`config.mk`:
```
export PLATFORM = sky130hd
export DESIGN_NAME = pe_accumulator
export DESIGN_NICKNAME = d
export VERILOG_FILES = /design/src/rtl/pe_pkg.sv /design/src/rtl/pe_accumulator.sv
export SDC_FILE = /design/constraint.sdc
export NUM_CORES = 1
export LEC_CHECK = 0
export BUFFER_PORTS_ARGS = -buffer_cell sky130_fd_sc_hd__buf_2
export CAP_MARGIN = 20
export CORE_UTILIZATION = 56
export CTS_CLUSTER_SIZE = 8
export DETAILED_ROUTE_END_ITERATION = 8
export GPL_ROUTABILITY_DRIVEN = 0
export PLACE_DENSITY = 0.81
export SLEW_MARGIN = 10
export SYNTH_ARGS = -nofsm -noshare
export SYNTH_HDL_FRONTEND = slang
export SYNTH_SLANG_ARGS = --single-unit
```
`constraint.sdc`:
```
create_clock -name clk -period 3.21 [get_ports clk]
set_clock_uncertainty 0.05 [all_clocks]
set_input_delay 0.642 -clock clk [delete_from_list [all_inputs] [get_ports clk]]
set_output_delay 0.642 -clock clk [all_outputs]
set_load 0.01 [all_outputs]
```
`src/rtl/pe_pkg.sv`:
```
// pe_pkg: widths shared across the PE (multiplier and accumulator) and the accumulator FSM states.
package pe_pkg;
    localparam int WIDTH_A   = 16;
    localparam int WIDTH_B   = 16;
    localparam int WIDTH_MUL = 32;
    localparam int WIDTH_ACC = 40;
    typedef enum logic [1:0] {IDLE, ACCUM, HOLD} state_t;
endpackage

```
`src/rtl/pe_accumulator.sv`:
```
// pe_accumulator: sums a group of unsigned products into one result held until the consumer takes it.
module pe_accumulator #(
    parameter int WIDTH_MUL = pe_pkg::WIDTH_MUL,
    parameter int WIDTH_ACC = pe_pkg::WIDTH_ACC,
    parameter int SATURATE  = 0
) (
    input  logic                 clk,
    input  logic                 rst_n,
    input  logic                 in_valid,
    input  logic [WIDTH_MUL-1:0] in_prod,
    input  logic                 in_last,
    output logic                 in_ready,
    output logic                 out_valid,
    input  logic                 out_ready,
    output logic [WIDTH_ACC-1:0] out_acc,
    output logic [15:0]          out_count,
    output logic                 out_ovf
);
    import pe_pkg::*;

    state_t               state_q, state_d;
    logic [WIDTH_ACC-1:0] acc_q, acc_d;
    logic [15:0]          count_q, count_d;
    logic                 ovf_q, ovf_d;
    logic                 accept;
    logic [WIDTH_ACC:0]   prod_ext;
    logic [WIDTH_ACC:0]   sum;

    assign in_ready = (state_q != HOLD) || out_ready;
    assign accept   = in_valid && in_ready;
    assign prod_ext = {{(WIDTH_ACC + 1 - WIDTH_MUL){1'b0}}, in_prod};
    assign sum      = {1'b0, acc_q} + prod_ext;

    always_ff @(posedge clk) begin
        if (!rst_n) state_q <= IDLE;
        else        state_q <= state_d;
    end

    // A beat accepted in HOLD starts the next group with no bubble.
    always_comb begin
        state_d = state_q;
        if (accept) state_d = in_last ? HOLD : ACCUM;
        else if (state_q == HOLD && out_ready) state_d = IDLE;
    end

    always_comb begin
        out_valid = (state_q == HOLD);
        out_acc   = acc_q;
        out_count = count_q;
        out_ovf   = ovf_q;
    end

    // Once saturated, the sum stays pinned at all-ones for the rest of the group.
    always_comb begin
        acc_d   = acc_q;
        count_d = count_q;
        ovf_d   = ovf_q;
        if (accept && state_q != ACCUM) begin
            acc_d   = prod_ext[WIDTH_ACC-1:0];
            count_d = 16'd1;
            ovf_d   = 1'b0;
        end else if (accept) begin
            acc_d   = (SATURATE != 0 && (sum[WIDTH_ACC] || ovf_q)) ? '1 : sum[WIDTH_ACC-1:0];
            count_d = (count_q == 16'hFFFF) ? count_q : count_q + 16'd1;
            ovf_d   = ovf_q | sum[WIDTH_ACC];
        end
    end

    always_ff @(posedge clk) begin
        if (!rst_n) begin
            acc_q   <= '0;
            count_q <= '0;
            ovf_q   <= 1'b0;
        end else begin
            acc_q   <= acc_d;
            count_q <= count_d;
            ovf_q   <= ovf_d;
        end
    end
endmodule

```
==> reports/metrics.cfg <==
[drt]
drt_pass1_iterations = 5
drtIter0Drc = 370
drc = 0
wire_per_inst_um = 16.8
antenna_left = 0
vias = 5378
finalWirelength_um = 14000
drt-vias-per-instance = 6.44

[job]
drv_cap = 0

[final_layout]
fin_cells = 835
syn2layout_area_growth_pct = 17.4
fin_area_um2 = 5590
diodes = 0
drive_gt1_share_pct = 19.7
nNetsFinal = 796

[global_route]
grt-busiest-layer = met2
grt_usage_pct = 32.2
grt.overflow.total = 0
grt_max_degree = 45
use_met1_pct = 41.2
grt_pass1_vias = 4851
use_met2_pct = 53.5
grt_pass1_wl_um = 22600
use_met3_pct = 5.10
grt_antenna_before_repair = 0

[floorplan]
die_x_um = 94.2
dieHeight_um = 94.2
start_util_pct = 58.0
io_pins = 96
die-area_um2 = 8880
core_um2 = 8220
core.rowCount = 33

[place]
placed_cell_area_um2 = 5370
dp_cells = 819
place_hpwl_um = 10200
place.port_buffers = 95
place_ws_ns = 0.0463

[setup_path]
slowest_delay_ns = 0.42
crit_slowest_cell = fa_1
cp.required_ns = 3.40
crit_chain = buf_2 > ha_1 > fa_1 > a21oi_1 > o21ai_1 > a211oi_2 > o311a_4 > mux2_1 > a221oi_1 > nor2_1
critPathArrivalTime_ns = 3.02
start_kind = input pin
critPathKind = in -> reg
critPathTopFamily = compound AO/OA/AOI/OAI gates
crit_path_end_kind = register
crit_fanout = 3
crit_buf_inv = 1

[timing]
slew_headroom_pct = 45.0
worst_slack_ns = 0.383
finalHoldViolations = 0
fin_crit_sh_pct = 88.1
period_minus_slack_ns = 2.83
finalSetupViolCount = 0
tns_ns = 0
timing.fmax_mhz = 354
slew_viol_final = 0
rsz0062_at_grt = no
worst_pin_slew_ns = 0.821

[synth]
synth_edf_count = 0
synth_top_area_cell = dfxtp_1
syn_area_per_cell_um2 = 7.49
synthFlopType = dfxtp_1
synth_seq_area_share_pct = 24.8
ys_warn_count = 0
synthTopCellsByArea = dfxtp_1 (25%), ha_1 (8.7%), a21oi_1 (6.5%), nand2_1 (6.5%), o21ai_0 (3.8%)
yosysUniqueCellTypes = 63
synthCells = 636
yosys.area.top_type_share_pct = 24.8
async_flop_share_pct = 0
synth_area_um2 = 4760
synth_seq_cells = 59
syn_nets = 707

[clock_network]
cts.sinks = 59
path_clk_slew_ns = 0.07
cts_tree = yes
cts_buffers = 9
postCtsSetupRepairBufs = 0
h-tree-depth = 3
ctsRootBufferMaster = clkbuf_8
cts_resized = 0
clock_latency_ns = 0.36
cts_buffer_depth = 2
hold_buffers = 0

[power_and_ir_drop]
powerDensity_nw_per_um2 = 430
p_leak_uw = 0.00254
ir_drop_v = 0.000246

[hold_path]
hold_class = reg -> reg

[status]
outcome = finished, final reports clean

==> registers in the layout, indices dropped and copies added, names as in the netlist <==
signal,count
out_ovf,1
out_acc,40
state_q,2
out_count,16
==> worst register-to-register path: stages, from the launching register on <==
cell      delay (ns)
dfxtp_1         0.33
ha_1            0.22
fa_1            0.42
a21oi_1         0.21
o21ai_1         0.12
a211oi_2        0.35
o311a_4         0.27
mux2_1          0.32
a221oi_1        0.29
nor2_1          0.06
==> synthesized netlist by cell type (10+ instances only) <==
| cell | n |
|---|---|
| a31oi_1 | 10 |
| nand3_1 | 35 |
| a21o_1 | 14 |
| o21ai_0 | 36 |
| xor2_1 | 15 |
| nand4_1 | 17 |
| nand2_1 | 82 |
| dfxtp_1 | 59 |
| nor2_1 | 43 |
| o211ai_1 | 14 |
| a21oi_1 | 62 |
| nor3_1 | 16 |
| and3_1 | 18 |
| xnor2_1 | 15 |
| clkbuf_1 | 27 |
| ha_1 | 33 |
==> power by group <==
part           total (uW)  internal, uW  switching, uW
clock                 797           444            354
combinational         793           311            482
sequential            815           774           40.8
total                2410          1530            876
==> path summary, 6_finish.rpt <==
| path | from | to | slack (ns) | depth (start not counted) |
|---|---|---|---|---|
| worst max-delay path | in_prod[0] | out_acc[26]$_SDFFE_PN0P_ | 0.38 | 10 |
| worst min-delay path | out_acc[33]$_SDFFE_PP0P_ | out_acc[33]$_SDFFE_PP0P_ | 0.43 | 2 |
| worst max register to register | out_acc[0]$_SDFFE_PN0P_ | out_acc[26]$_SDFFE_PN0P_ | 0.45 | 9 |
| worst min register to register | out_acc[33]$_SDFFE_PP0P_ | out_acc[33]$_SDFFE_PP0P_ | 0.43 | 2 |
==> stage by stage <==
step | utilization [%] | total power, uW | hold slack (ns)
finish | 68.1 | 2410 | 0.431
global route | 68.1 | 2520 | 0.451
CTS | 68.1 | 2390 | 0.433
global placement | 65.4 | 1580 | 0.405
detailed placement | 65.4 | 1600 | 0.421
floorplan | - | 1370 | 0.444
==> layout make-up <==
class                   instances  area [um^2]
clock buffers                   9          124
clock inverters                 7          100
flip-flops and latches         59         1180
fillers                       690         2620
multi-input cells             530         3390
well taps                     105          131
inverters                       9         33.8
repair buffers                116          633
==> per-layer routing <==
metal  vias to the layer above  part of all wire, %
li1                       2564                    -
met1                      2488                   42
met2                       281                   47
met3                        45                  8.6
met4                         0                  2.5
met5                         -                    0
==> logic make-up (layout without fill, tap and decap cells) <==
group                      Yosys count  count (layout)  share of synthesized area, %
and+or+nand+nor                    251             251                          25.7
buffers and inverters               47             141                          4.10
DFF                                 59              59                          24.8
AOI/OAI and AO/OA                  207             207                          29.1
xor gates and xnor gates            30              30                          5.51
muxes                                8               8                          1.73
adders and majority gates           34              34                          9.09
==> cell usage in the layout, fill, tap and decap left out, types with 3 or more instances in the layout <==
cell and n:
a211o_1 3, a211oi_1 6, a21boi_0 5, a21o_1 14, a21oi_1 62, a22oi_1 3
a311oi_1 6, a31oi_1 10, and2_1 6, and3_1 18, and4_1 6, buf_2 95
buf_4 21, clkbuf_8 9, dfxtp_1 59, ha_1 33, inv_1 9, mux2i_1 6
nand2_1 82, nand2b_1 7, nand3_1 35, nand4_1 17, nor2_1 43, nor2b_1 3
nor3_1 16, nor4_1 4, o211a_1 7, o211ai_1 14, o21a_1 7, o21ai_0 36
o21ai_1 6, o31ai_1 3, or3_1 8, xnor2_1 15, xor2_1 15
(Power assumes the default switching activity.)
